`src/rtl/div_issue_ctrl.sv`:
```
// div_issue_ctrl: requester-side controller for the 64-bit iterative divider.
// Accepts M-extension DIV/DIVU/REM/REMU (and W variants) from issue. It resolves
// divide-by-zero and signed overflow locally and hands every other op to the
// divider. The result is held until writeback accepts it.
module div_issue_ctrl #(
  parameter int unsigned TAG_W = 5
) (
  input  logic             clk,
  input  logic             reset,
  input  logic             flush,
  input  logic             in_valid,
  output logic             in_ready,
  input  logic [1:0]       in_op,
  input  logic             in_word,
  input  logic [63:0]      in_a,
  input  logic [63:0]      in_b,
  input  logic [TAG_W-1:0] in_tag,
  output logic             out_valid,
  input  logic             out_ready,
  output logic [63:0]      out_data,
  output logic [TAG_W-1:0] out_tag,
  output logic             div_in_valid,
  output logic [63:0]      div_a,
  output logic [63:0]      div_b,
  output logic             div_signed,
  output logic             div_flush,
  input  logic             div_result_valid,
  input  logic [63:0]      div_quotient,
  input  logic [63:0]      div_remainder
);

  localparam int unsigned XLEN = 64;
  localparam int unsigned WLEN = 32;
  localparam logic [XLEN-1:0] MIN_NEG_D = 64'h8000_0000_0000_0000;
  localparam logic [XLEN-1:0] MIN_NEG_W = 64'hFFFF_FFFF_8000_0000;

  typedef enum logic [1:0] {
    IDLE  = 2'd0,
    ISSUE = 2'd1,
    WAIT  = 2'd2,
    DONE  = 2'd3
  } state_t;

  state_t state_q;
  state_t state_d;

  // Per-op registers; they feed the divider directly and must stay stable
  // for the whole divide because the divider's sign fixup is combinational.
  logic            rem_q;
  logic            word_q;
  logic            signed_q;
  logic [XLEN-1:0] pa_q;
  logic [XLEN-1:0] pb_q;

  logic [XLEN-1:0] out_data_d;

  logic            accept_c;
  logic            in_signed_c;
  logic            in_rem_c;
  logic [XLEN-1:0] pa_c;
  logic [XLEN-1:0] pb_c;
  logic            div_zero_c;
  logic            overflow_c;
  logic            special_c;
  logic [XLEN-1:0] special_res_c;
  logic [XLEN-1:0] div_sel_c;

  function automatic logic [XLEN-1:0] sext_word(input logic [XLEN-1:0] x);
    return {{(XLEN-WLEN){x[WLEN-1]}}, x[WLEN-1:0]};
  endfunction

  function automatic logic [XLEN-1:0] zext_word(input logic [XLEN-1:0] x);
    return {{(XLEN-WLEN){1'b0}}, x[WLEN-1:0]};
  endfunction

  // W results are always the sign-extension of the low word, even for DIVUW/REMUW.
  function automatic logic [XLEN-1:0] shape(input logic [XLEN-1:0] x, input logic word);
    return word ? sext_word(x) : x;
  endfunction

  assign in_signed_c = ~in_op[0];
  assign in_rem_c    = in_op[1];
  assign accept_c    = (state_q == IDLE) && in_valid && !flush;

  // Operand preparation: W ops extend the low word according to signedness.
  always_comb begin
    pa_c = in_a;
    pb_c = in_b;
    if (in_word) begin
      if (in_signed_c) begin
        pa_c = sext_word(in_a);
        pb_c = sext_word(in_b);
      end else begin
        pa_c = zext_word(in_a);
        pb_c = zext_word(in_b);
      end
    end
  end

  // Local resolution of divide-by-zero and signed overflow.
  always_comb begin
    div_zero_c    = (pb_c == '0);
    overflow_c    = in_signed_c && (pb_c == '1) &&
                    (pa_c == (in_word ? MIN_NEG_W : MIN_NEG_D));
    special_c     = div_zero_c || overflow_c;
    special_res_c = '0;
    if (div_zero_c) begin
      special_res_c = in_rem_c ? pa_c : '1;
    end else if (overflow_c) begin
      special_res_c = in_rem_c ? '0 : pa_c;
    end
  end

  assign div_sel_c = rem_q ? div_remainder : div_quotient;

  // State register.
  always_ff @(posedge clk) begin
    if (reset) begin
      state_q <= IDLE;
    end else begin
      state_q <= state_d;
    end
  end

  // Next-state and result selection; flush overrides every other transition.
  always_comb begin
    state_d    = state_q;
    out_data_d = out_data;
    case (state_q)
      IDLE: begin
        if (accept_c) begin
          if (special_c) begin
            state_d    = DONE;
            out_data_d = shape(special_res_c, in_word);
          end else begin
            state_d = ISSUE;
          end
        end
      end
      ISSUE: begin
        state_d = WAIT;
      end
      WAIT: begin
        if (div_result_valid) begin
          state_d    = DONE;
          out_data_d = shape(div_sel_c, word_q);
        end
      end
      DONE: begin
        if (out_ready) begin
          state_d = IDLE;
        end
      end
      default: begin
        state_d = IDLE;
      end
    endcase
    if (flush) begin
      state_d = IDLE;
    end
  end

  // Datapath registers: op context captured at accept, result captured on completion.
  always_ff @(posedge clk) begin
    if (reset) begin
      out_data <= '0;
      out_tag  <= '0;
      rem_q    <= 1'b0;
      word_q   <= 1'b0;
      signed_q <= 1'b0;
      pa_q     <= '0;
      pb_q     <= '0;
    end else begin
      out_data <= out_data_d;
      if (accept_c) begin
        out_tag  <= in_tag;
        rem_q    <= in_rem_c;
        word_q   <= in_word;
        signed_q <= in_signed_c;
        pa_q     <= pa_c;
        pb_q     <= pb_c;
      end
    end
  end

  // Handshake and divider interface, decoded from state and the op registers.
  assign in_ready     = (state_q == IDLE);
  assign out_valid    = (state_q == DONE);
  assign div_in_valid = (state_q == ISSUE);
  assign div_a        = pa_q;
  assign div_b        = pb_q;
  assign div_signed   = signed_q;
  assign div_flush    = flush;

endmodule
```
`config.mk`:
```
export PLATFORM = sky130hd
export DESIGN_NAME = div_issue_ctrl
export DESIGN_NICKNAME = d
export VERILOG_FILES = /design/src/rtl/div_issue_ctrl.sv
export SDC_FILE = /design/constraint.sdc
export NUM_CORES = 1
export LEC_CHECK = 0
export BUFFER_PORTS_ARGS = -buffer_cell sky130_fd_sc_hd__clkbuf_2
export CORE_ASPECT_RATIO = 0.6
export CORE_MARGIN = 10
export CORE_UTILIZATION = 42
export DETAILED_ROUTE_END_ITERATION = 10
export PLACE_DENSITY = 0.78
export SETUP_SLACK_MARGIN = 0.15
export SLEW_MARGIN = 5
export SYNTH_ARGS = -nofsm -noshare
export SYNTH_HDL_FRONTEND = slang
export SYNTH_SLANG_ARGS = --single-unit
```
`constraint.sdc`:
```
create_clock -name clk -period 2.5 [get_ports clk]
set_input_delay 0.375 -clock clk [delete_from_list [all_inputs] [get_ports clk]]
set_output_delay 0.375 -clock clk [all_outputs]
set_load 0.05 [all_outputs]
```
; ---- Word-level counts from Yosys, hierarchy flattened
; Index checks and enable logic that the tools add are counted.
[word_totals]
ff_bits = 202
in_bits = 270
out_inout_bits = 202
wordCells = 51
[classes]
eq_ne = 9
mux = 21
bitwise = 1
reduce_logical = 12
[op_table]
columns = cell, n
row1 = $mux 64, 14
row2 = $pmux 64 s2, 1
row3 = $eq 64x64->1, 1
row4 = $eq 64x64->1 const B, 1
row5 = $logic_not 64->1, 1
row6 = $mux 63, 1
row7 = $mux 2, 4
row8 = $pmux 2 s4, 1
row9 = $ne 2x1->1 const B, 3
row10 = $eq 2x2->1 const B, 2
row11 = $logic_and 1x1->1, 4
row12 = $reduce_and 4->1, 1
row13 = $reduce_and 3->1, 1
row14 = $eq 2x1->1 const B, 1
row15 = $logic_not 2->1, 1
row16 = $ne 2x2->1 const B, 1
row17 = $reduce_bool 2->1, 1
row18 = $reduce_or 2->1, 1
row19 = $logic_not 1->1, 1
row20 = $logic_or 1x1->1, 1
row21 = $not 1->1, 1

; ---- Depth between registers and ports, before layout
; Gate-level depths: netlist (run 1).
[logic_depth]
ltp_word = 11
depth_mapped = 11
ltp_nobuf = 9

; ---- Least setup slack after synthesis (run 1)
; OpenSTA, ideal clock, no wires.
[synth_timing]
kind = input to register
from = input in_a[27]
to = register out_data[37]
setup_ns = 0.084
t_arrival_ns = 2.261
t_required_ns = 2.416
setup_slack_ns = 0.154
stages = 8
path_buffers = 1
path_cell_list = or4_4 > nor4_4 > nand4_1 > nor4_2 > o21ai_2 > a41o_2 > buf_6 > o31ai_2
[synth_via]
elab_chain_len = 10
word_cells_on_any_way = 13
classes_between = eq/ne (2) / mux (8) / reduce/logical (3)
[synth_lines]
columns = item, line_no
row1 = "start, declared", 15  ; input logic [63:0] in_a,
row2 = $mux 64, 90  ; if (in_signed_c) begin
row3 = $mux 64 *, 89  ; if (in_word) begin
row4 = $eq 64x64->1 *, 104  ; (pa_c == (in_word ? MIN_NEG_W : MIN_NEG_D));
row5 = $logic_and 1x1->1 *, 103  ; overflow_c = in_signed_c && (pb_c == '1) &&
row6 = $mux 64, 109  ; end else if (overflow_c) begin
row7 = $mux 64, 107  ; if (div_zero_c) begin
row8 = $mux 64, 78  ; return word ? sext_word(x) : x;
row9 = $mux 64, 132  ; if (special_c) begin
row10 = $mux 64, 131  ; if (accept_c) begin
row11 = $pmux 64 s2, 129  ; case (state_q)
row12 = "end signal, assigned", 174  ; out_data <= out_data_d;
row13 = "end, declared", 20  ; output logic [63:0] out_data,
; Mark *: on every way between the ends. The rest lies on a longest branch, timed or not. The select of a mux whose other input is x is not followed.
; A chain may end at the register's enable or synchronous reset.

; ---- Worst setup path in the final report (run 1)
[layout_timing]
from = input in_a[16]
to = register out_data[47]
; Same word-level chain as after synthesis.

==> summary.md, run 1 <==
| Metric | Value |
|---|---|
| H-tree Lvls | 1 |
| Seq/Total Area, Yosys | 43.2% |
| # placed instances | 1,839 |
| Crit path buffers/inverters | 4 |
| Mapped Cells | 1,114 |
| Area leader, netlist | dfxtp_1 |
| Worst-path clk slew | 70 ps |
| Proportion of netlist area held by the largest area contributor | 43.2% |
| YS warnings | 0 |
| Core area | 22,000 um^2 |
| Vias per Instance | 5.63 |
| Hold WC Path Type | primary input to flop |
| Avg Cell Area, Syn | 8.40 um^2 |
| Slew Viols, Final | 0 |
| Final Hold Viols | 0 |
| Tot Pwr | 0.00821 W |
| GRT overflow | 0 |
| Post-synthesis register bit count | 202 |
| Critical Path Fanout Max | 19 |
| DP Wirelength | 31.2 mm |
| WS Path Type | primary input to flop |
| Drt total wl | 40.9 mm |
| Outcome | finished clean |
| DR iter-0 viols | 948 |
| CP Capture Type | flop |
| Clock Sinks | 202 |
| Cell count of the worst reg-to-reg path | 10 |
| Hold Path Depth | 3 |
| Pre-antenna DRT Iters | 7 |
| Pwr Density | 627 nW/um^2 |
| Worst Setup Start Kind | primary input |
| Finished Layout Cells | 1,877 |
| Routed len/inst | 21.8 um |
| Vias in the first global route | 10,300 |
| Fmax | 446 MHz |
| Row Count | 42 |
| Most common cell in the synthesized netlist | dfxtp_1 |
| Mapped cell area | 9360 um^2 |
| Min-delay src | in_tag[3] |
| Die Width | 213 um |
| CTS tree | yes |
| Synth top cells by count | dfxtp_1 (202), nand2_1 (148), a21oi_1 (110), o22ai_1 (97), clkbuf_1 (82) |
| Pin count of the biggest net entering global routing | 108 |
| First-pass GRT wire length | 60.3 mm |
| Num CTS Buffers | 20 |
| Peak supply drop | 0.484 mV |
| Req. time, crit path | 2910 ps |
| Die H | 136 um |
| Share of layout cells above drive strength 1 | 41.2% |
| Ys async rst share | 0% |
| Top post-synthesis cells by area | dfxtp_1 (43%), o22ai_1 (6.5%), nand2_1 (5.9%), a21oi_1 (5.9%), o31ai_2 (4.0%) |
| Leak | 5.78 nW |
| Net Count, Synth | 1,388 |
| Area growth, synth to finish | 40.0% |
| Skew-Pair Late Insertion Delay | 490 ps |
| Least-Margin Pin Slew | 621 ps |
| Vias after detailed routing | 10,600 |
| NumNets Final | 1,849 |
| CP max stage cell | or3_4 |
| Max-cap violations | 0 |
| Filler instances | 1,964 |
| Die area | 28,800 um^2 |
| Distinct cells, synth | 45 |
| Worst Path Arrival | 2660 ps |
| Setup Viol. Count Final | 0 |
| Drt drc | 0 |
| Max clock buf depth | 3 |
| Initial Util | 42.6% |
| Reg2reg setup slack | 370 ps |
| Setup Skew | 14.4 ps |
| Number of enable flip-flop cells after synthesis | 0 |
| Worst path max stage delay | 380 ps |
| Root buffer cell | clkbuf_16 |
| GPL Wtd Cong | 0.946 |
| Hold_ws | 99.9 ps |
| Minimum clock period | 2240 ps |
| Reg2reg start | state_q[0]$_SDFFE_PP0P_ |
| Buffers on Ports | 471 |
| Final core occ | 59.6% |
| Gr usage total | 26.2% |
| Initial antenna violation count | 3 |
| Critical path's top delay family | simple AND/OR/NAND/NOR gates |
| Hold Path End | out_tag[3]$_SDFFE_PP0P_ |
| RSZ-0062 raised after global routing | no |
| Crit-path cells | clkbuf_2, nor4_2, buf_4, nand3_1, or3_4, nor4_2, buf_4, o21ai_4, a41o_2, buf_12, o31ai_2 |
| Slew headroom | 58.2% |
| Antenna violation net count after detailed routing | 0 |
| Period utilization | 89.7% |
| Dominant synthesized flop cell | dfxtp_1 |
| Ports | 472 |
| Worst R2R End | out_data[12]$_SDFFE_PP0P_ |
cells in the final DEF, fill, tap and decap left out, types with 4 or more instances in the layout:
| cell type | instances |
|---|---|
| mux2i_1 | 32 |
| a31o_1 | 31 |
| nand2_1 | 148 |
| nor4_1 | 28 |
| nand2b_1 | 32 |
| mux2_2 | 32 |
| o21ai_0 | 33 |
| nor3_1 | 33 |
| clkbuf_8 | 4 |
| o22ai_1 | 97 |
| buf_4 | 63 |
| o31ai_2 | 30 |
| clkbuf_2 | 470 |
| nand3_1 | 35 |
| dfxtp_1 | 201 |
| buf_12 | 11 |
| nor2b_1 | 32 |
| clkinv_2 | 5 |
| ha_1 | 4 |
| a21oi_1 | 110 |
| nor2_1 | 70 |
| nand4_1 | 15 |
| and4_1 | 4 |
| clkbuf_16 | 22 |
| inv_1 | 5 |
final cells by class:
cell class | instances | area (um^2) | share of cell area, %
multi-input cells | 800 | 4940 | 37.7
flip-flops and latches | 202 | 4050 | 30.9
repair buffers | 544 | 3050 | 23.3
clock buffers | 29 | 617 | 4.71
well taps | 286 | 358 | 2.73
clock inverters | 6 | 57.6 | 0.439
inverters | 7 | 27.5 | 0.210
diodes | 3 | 7.51 | 0.0573
flip-flops by register name (all words and copies together), names as in the netlist:
register	cells
state_q	2
div_signed	1
out_tag	5
div_a	64
div_b	64
rem_q	1
out_data	64
word_q	1
tightest hold or removal path, stage by stage:
cell and delay [ps]:
clkbuf_2 80, nand2_1 40, a21oi_1 50
routing by layer:
metal	global-route usage (%)	up-vias	part of all wire [%]
li1	-	4968	-
met1	31.9	4973	39
met2	43.8	556	48
met3	7.23	73	10
met4	8.45	0	2.7
met5	0	-	0
logic make-up (layout without fill, tap and decap cells):
group | after synthesis | count (layout) | synth area share, %
fa+ha+maj | 4 | 4 | 0.535
mux | 64 | 64 | 7.28
simple gates | 415 | 415 | 21.6
flops | 202 | 202 | 43.2
compound gates | 317 | 317 | 22.4
other cells | 0 | 3 | 0
buf+inv | 112 | 586 | 4.90
worst max-delay path by stage:
stage | from | end | slack, ps | cells after the start
floorplan | in_a[27] | out_data[37]$_SDFFE_PP0P_ | 150 | 8
global placement | in_a[14] | out_data[32]$_SDFFE_PP0P_ | -350 | 11
detailed placement | in_a[14] | out_data[33]$_SDFFE_PP0P_ | -400 | 11
CTS | in_a[16] | out_data[33]$_SDFFE_PP0P_ | 160 | 11
global route | in_a[14] | out_data[32]$_SDFFE_PP0P_ | 160 | 11
finish | in_a[16] | out_data[47]$_SDFFE_PP0P_ | 260 | 11
power breakdown:
part	total, W	switching (W)	internal, W
clock network	0.00311	0.00130	0.00182
logic	0.00167	0.00112	0.000546
registers	0.00343	0.0000797	0.00335
through the flow:
stage / instance area, um^2 / setup slack (ps) / setup TNS [ps]
finish: 13100 / 258 / 0
floorplan: 9360 / 154 / 0
global placement: 12400 / -354 / -19830
global route: 13100 / 163 / 0
detailed placement: 12400 / -396 / -21030
CTS: 13100 / 157 / 0
what timing repair did:
item / 4_1_cts / 5_1_grt
buffers inserted: 0 / 0
gates cloned: 0 / 0
hold buffers: 0 / 0
setup endpoints to repair: 6 / 84
resized for setup: 1 / 4
(Power assumes the default switching activity.)
==> run 2: changes to the inputs <==
--- a/config.mk
+++ b/config.mk
@@ -6,11 +6,13 @@
 export NUM_CORES = 1
 export LEC_CHECK = 0
 export BUFFER_PORTS_ARGS = -buffer_cell sky130_fd_sc_hd__clkbuf_2
+export CELL_PAD_IN_SITES_DETAIL_PLACEMENT = 1
+export CELL_PAD_IN_SITES_GLOBAL_PLACEMENT = 1
 export CORE_ASPECT_RATIO = 0.6
 export CORE_MARGIN = 10
-export CORE_UTILIZATION = 42
+export CORE_UTILIZATION = 29
 export DETAILED_ROUTE_END_ITERATION = 10
-export PLACE_DENSITY = 0.78
+export PLACE_DENSITY_LB_ADDON = 0.1
 export SETUP_SLACK_MARGIN = 0.15
 export SLEW_MARGIN = 5
 export SYNTH_ARGS = -nofsm -noshare
==> summary.md, run 2 (synthesized netlist as in run 1, its figures left out) <==
| Metric | Value |
|---|---|
| Met3 WL | 3.08 mm (-25%) |
| Worst Path Arrival | 2620 ps (-40 ps) |
| Fmax | 457 MHz (+2.4%) |
| Uppermost layer routed | met4 |
| Clock Sinks | 202 (unchanged) |
| Num CTS Buffers | 22 (+10%) |
| Cell mode on critical path | buf_4 |
| Req. time, crit path | 2930 ps (+20 ps) |
| Routed len/inst | 23.7 um (+8.6%) |
| Core area | 31,500 um^2 (+43%) |
| Buffers on Ports | 471 (unchanged) |
| Setup Fix Bufs, Post-CTS | 0 (unchanged) |
| GRT overflow | 0 (unchanged) |
| Period utilization | 87.6% (-2.1 points) |
| WS Path Type | primary input to flop |
| Outcome | finished clean |
| Drt total wl | 47.9 mm (+17%) |
| Gr usage total | 22.7% (-3.5 points) |
| Antenna violation net count after detailed routing | 0 (unchanged) |
| Vias in the first global route | 10,900 (+5.5%) |
| Commonest non-fill, non-tap cell in the layout | clkbuf_2 |
| Peak supply drop | 0.401 mV (-17%) |
| GPL Wtd Cong | 0.837 (-11%) |
| DR iter-0 viols | 446 (-53%) |
| Die area | 40,100 um^2 (+39%) |
| Slack of the critical path | 311 ps (+52.7 ps) |
| Root buffer cell | clkbuf_16 |
| Vias after detailed routing | 10,300 (-2.3%) |
| Ports | 472 (unchanged) |
| Max-cap violations | 0 (unchanged) |
| Slew headroom | 55.3% (-2.8 points) |
| Worst path max stage delay | 370 ps (about the same) |
| Pwr Density | 618 nW/um^2 (-1.4%) |
| Tot Pwr | 0.00825 W (+0.46%) |
| Hold_ws | 79.7 ps (-20.3 ps) |
| Post-Route M1 WL | 20.8 mm (+29%) |
| DP Wirelength | 37.1 mm (+19%) |
| Setup Skew | 11.6 ps (-2.73 ps) |
| Minimum clock period | 2190 ps (-52.7 ps) |
| Critical Path Fanout Max | 7 (-12) |
| Pin count of the biggest net entering global routing | 108 (unchanged) |
| Die H | 159 um (+17%) |
| NumNets Final | 1,869 (+1.1%) |
| Crit-path cells | clkbuf_2, buf_12, nor4bb_1, and4_1, nand4_1, nor4_2, buf_4, o21ai_4, a41o_2, buf_4, o31ai_2 |
| Worst-path clk slew | 70 ps (about the same) |
| Setup TNS | 0 ps (unchanged) |
| Share of layout cells above drive strength 1 | 41.7% (+0.45 points) |
| CP Capture Type | flop |
| Setup Viol. Count Final | 0 (unchanged) |
| Final core occ | 42.4% (-17 points) |
| Vias per Instance | 5.10 (-9.4%) |
| Drt drc | 0 (unchanged) |
| RSZ-0062 raised after global routing | no |
| Hold WC Path Type | primary input to flop |
| Pre-antenna DRT Iters | 4 (-3) |
| Metal2 WL | 23.2 mm (+19%) |
| Most used cells in the layout excluding fill and tap cells | clkbuf_2 (470), dfxtp_1 (201), nand2_1 (148) |
| Area growth, synth to finish | 42.7% |
| CP max stage cell | and4_1 |
| Leak | 5.84 nW (+0.97%) |
| Die Width | 252 um (+18%) |
| Worst Setup Start Kind | primary input |
| Slew Viols, Final | 0 (unchanged) |
| H-tree Lvls | 1 (unchanged) |
| Initial antenna violation count | 2 (-1) |
| Skew-Pair Late Insertion Delay | 520 ps (+30 ps) |
| Final Hold Viols | 0 (unchanged) |
| Least-Margin Pin Slew | 670 ps (+48.4 ps) |
| Initial Util | 29.7% (-13 points) |
| DP Worst Slack | -355 ps (+41.2 ps) |
| CTS tree | yes |
| Row Count | 50 (+19%) |
| Filler instances | 3,892 (+98%) |
| Max clock buf depth | 3 (unchanged) |
| First-pass GRT wire length | 71.0 mm (+18%) |
run 2: cell count changes in the layout (fill, tap and decap cells not counted), sizes merged:
cell and change:
buf +18, diode -2, clkbuf +2, bufinv -1
run 2: cell type report:
class	count	area [um^2]	area share [%]
clock buffer	31	616	4.61
tap	416	520	3.90
inverter	7	27.5	0.206
clock inverter	5	27.5	0.206
multi-input combinational	800	4930	36.9
sequential	202	4050	30.3
antenna	1	2.50	0.0187
timing repair buffer	562	3180	23.8
run 2: final timing paths:
path	startpoint	to	slack, ps	cells past startpoint
hold / removal	in_tag[4]	out_tag[4]$_SDFFE_PP0P_	80	3
setup / recovery	in_b[31]	out_data[39]$_SDFFE_PP0P_	310	11
setup reg to reg	state_q[0]$_SDFFE_PP0P_	out_data[58]$_SDFFE_PP0P_	340	10
hold reg to reg	div_b[19]$_SDFFE_PP0P_	div_b[19]$_SDFFE_PP0P_	460	2
run 2: what timing repair did:
action	4_1_cts	5_1_grt
setup endpoints to repair	0	87
hold endpoints to repair	0	0
hold buffers	0	0
gates resized for setup	0	5
run 2: critical path: cells and delay by family:
family	cells	cell delay, ps
AND/OR/NAND/NOR	4	1010
buffers and inverters	4	670
AO/OA/AOI/OAI	3	560
run 2: per-layer routing:
| metal | GRT usage [%] | vias up |
|---|---|---|
| met5 | 0 | - |
| met3 | 5.93 | 42 |
| met1 | 28.2 | 5025 |
| met4 | 4.06 | 0 |
| li1 | - | 4998 |
| met2 | 38.9 | 260 |
run 2: through the flow:
| step | std cells | area (um^2) |
|---|---|---|
| 4_1_cts | 2023 | 13300 |
| 3_3_place_gp | 1987 | 12700 |
| 5_1_grt | 2023 | 13300 |
| 2_1_floorplan | 1114 | 9360 |
| 6_report | 2024 | 13400 |
| 3_5_place_dp | 1987 | 12700 |
run 2: where the power goes:
part           leakage, nW  internal, W  switching, W
Combinational         3.88     0.000565       0.00116
Clock                0.315      0.00171       0.00138
Sequential            1.65      0.00335     0.0000757
==> run 3: changes to the inputs <==
--- a/config.mk
+++ b/config.mk
@@ -13,6 +13,7 @@
 export CORE_UTILIZATION = 29
 export DETAILED_ROUTE_END_ITERATION = 10
 export PLACE_DENSITY_LB_ADDON = 0.1
+export REMOVE_ABC_BUFFERS = 1
 export SETUP_SLACK_MARGIN = 0.15
 export SLEW_MARGIN = 5
 export SYNTH_ARGS = -nofsm -noshare
==> summary.md, run 3 (synthesized netlist as in run 1, its figures left out) <==
| Metric | Value |
|---|---|
| Outcome | finished clean |
| Pin count of the biggest net entering global routing | 108 (unchanged) |
| Num CTS Buffers | 23 (+4.5%) |
| Met2 usage in global routing | 37.4% (-1.5 points) |
| Worst Setup Start Kind | primary input |
| Row Count | 50 (unchanged) |
| Drt total wl | 46.5 mm (-2.8%) |
| GR Layer Usage met1 | 26.5% (-1.6 points) |
| Setup Viol. Count Final | 0 (unchanged) |
| Least-Margin Pin Slew | 707 ps (+37.6 ps) |
| Reg2reg setup slack | 340 ps (about the same) |
| Pre-antenna DRT Iters | 7 (+3) |
| CP Capture Type | flop |
| DP Wirelength | 35.4 mm (-4.5%) |
| Ports | 472 (unchanged) |
| Vias after detailed routing | 10,300 (-0.077%) |
| Switch share | 30.5% (-1.3 points) |
| WS Path Type | primary input to flop |
| Drt drc | 0 (unchanged) |
| Antenna violation net count after detailed routing | 0 (unchanged) |
| Area growth, synth to finish | 44.1% |
| Share of layout cells above drive strength 1 | 41.9% (+0.25 points) |
| Setup TNS | 0 ps (unchanged) |
| Antenna diodes | 0 (-1) |
| Pwr Density | 662 nW/um^2 (+7.1%) |
| DP Worst Slack | -353 ps (+1.81 ps) |
| Slew headroom | 52.8% (-2.5 points) |
| Proportion of power drawn by flip-flops and latches | 38.4% (-3.2 points) |
| Worst Path Arrival | 2640 ps (+20 ps) |
| Commonest non-fill, non-tap cell in the layout | clkbuf_2 |
| Gr usage total | 21.9% (-0.72 points) |
| GPL Wtd Cong | 0.822 (-1.8%) |
| Buffers on Ports | 471 (unchanged) |
| Root buffer cell | clkbuf_16 |
| Vias in the first global route | 10,800 (-0.53%) |
| Initial antenna violation count | 1 (-1) |
| GRT overflow | 0 (unchanged) |
| Critical Path Fanout Max | 42 (+35) |
| Slew Viols, Final | 0 (unchanged) |
| Skew-Pair Late Insertion Delay | 530 ps (about the same) |
| Setup Skew | 19.1 ps (+7.47 ps) |
| Leak | 5.92 nW (+1.4%) |
| Most used cells in the layout excluding fill and tap cells | clkbuf_2 (470), dfxtp_1 (201), nand2_1 (148) |
| Core area | 31,500 um^2 (unchanged) |
| Hold Path Depth | 3 (unchanged) |
| Vias per Instance | 5.10 (about the same) |
| Clock share of power | 42.5% (+5.0 points) |
| DR iter-0 viols | 472 (+5.8%) |
| Met3 Usage GRT | 6.43% (+0.50 points) |
| NumNets Final | 1,864 (-0.27%) |
| RSZ-0062 raised after global routing | no |
| GRT busiest layer | met2 |
| Psw | 0.00272 W (+3.7%) |
| Slack of the critical path | 278 ps (-32.4 ps) |
| Hold WC Path Type | primary input to flop |
| Initial Util | 29.7% (unchanged) |
| Period utilization | 88.9% (+1.3 points) |
| Final Hold Viols | 0 (unchanged) |
| Minimum clock period | 2220 ps (+32.4 ps) |
| Max clock buf depth | 3 (unchanged) |
| Max-cap violations | 0 (unchanged) |
| Pint | 0.00620 W (+10%) |
| H-tree Lvls | 1 (unchanged) |
| Die H | 159 um (unchanged) |
| Combinational Power Share | 19.0% (-2.0 points) |
| CTS Hold Buffers Added | 0 (unchanged) |
| Clock Sinks | 202 (unchanged) |
| Fmax | 450 MHz (-1.5%) |
| CTS tree | yes |
| Die area | 40,100 um^2 (unchanged) |
| Die Width | 252 um (unchanged) |
| Peak supply drop | 0.404 mV (+0.77%) |
| Req. time, crit path | 2920 ps (about the same) |
| Routed len/inst | 23.0 um (-2.8%) |
| First-pass GRT wire length | 69.0 mm (-2.9%) |
| Worst-path clk slew | 70 ps (about the same) |
| Cell count of the worst reg-to-reg path | 10 (unchanged) |
run 3: cell count changes in the layout (fill, tap and decap cells not counted), moves of 2 or more:
cell | previous run | this run
buf_4 | 81 | 75
bufinv_16 | 0 | 5
clkbuf_1 | 7 | 1
clkbuf_8 | 1 | 3
clkinv_2 | 5 | 8
run 3: worst max-delay path, stage by stage:
cell	delay, ps
clkbuf_2	170
and3b_1	260
a41oi_1	440
or3_1	280
nor4_2	70
buf_4	180
o21ai_4	290
buf_12	260
nor3_1	90
a31o_1	200
run 3: path summary, 6_finish.rpt:
path                                                 end                    start
worst min register to register    div_b[26]$_SDFFE_PP0P_   div_b[26]$_SDFFE_PP0P_
worst max-delay path            out_data[1]$_SDFFE_PP0P_                  in_word
worst min-delay path             out_tag[2]$_SDFFE_PP0P_                in_tag[2]
worst max register to register  out_data[1]$_SDFFE_PP0P_  state_q[0]$_SDFFE_PP0P_
run 3: cell type report:
type                       instances  area [um^2]
fill                            3837        18000
multi-input combinational        800         4920
sequential                       202         4050
timing repair buffer             556         3140
clock buffer                      27          621
tap                              416          520
clock inverter                    15          209
inverter                           7         27.5
run 3: routing by layer:
| metal | routed length, um | vias to the layer above |
|---|---|---|
| met1 | 19700 | 4988 |
| met5 | 0 | - |
| met2 | 22400 | 279 |
| met3 | 3200 | 54 |
| met4 | 1190 | 0 |
| li1 | - | 4996 |
run 3: per-stage QoR:
step	hold slack, ps	utilization [%]	cells	power (W)	cell area (um^2)
after floorplan	444	-	1009	0.00443	8920
after global placement	442	40.1	1980	0.00518	12600
after detailed placement	446	40.1	1980	0.00521	12600
after CTS	43.5	42.7	2022	0.00903	13400
after global routing	63.5	42.8	2023	0.00929	13500
final	70.6	42.8	2023	0.00892	13500
run 3: what timing repair did:
action / in CTS / in global routing
gates resized for setup: 0 / 2
setup buffers: 0 / 0
setup endpoints to repair: 0 / 38
hold endpoints to repair: 0 / 0
run 3: power groups by stage:
| stage | Combinational [W] | Clock (W) | Sequential [W] |
|---|---|---|---|
| after global routing | 0.00183 | 0.00402 | 0.00344 |
| final | 0.00170 | 0.00380 | 0.00343 |
| after detailed placement | 0.00171 | 0 | 0.00350 |
| after floorplan | 0.000476 | 0 | 0.00395 |
| after CTS | 0.00171 | 0.00389 | 0.00343 |
| after global placement | 0.00169 | 0 | 0.00349 |
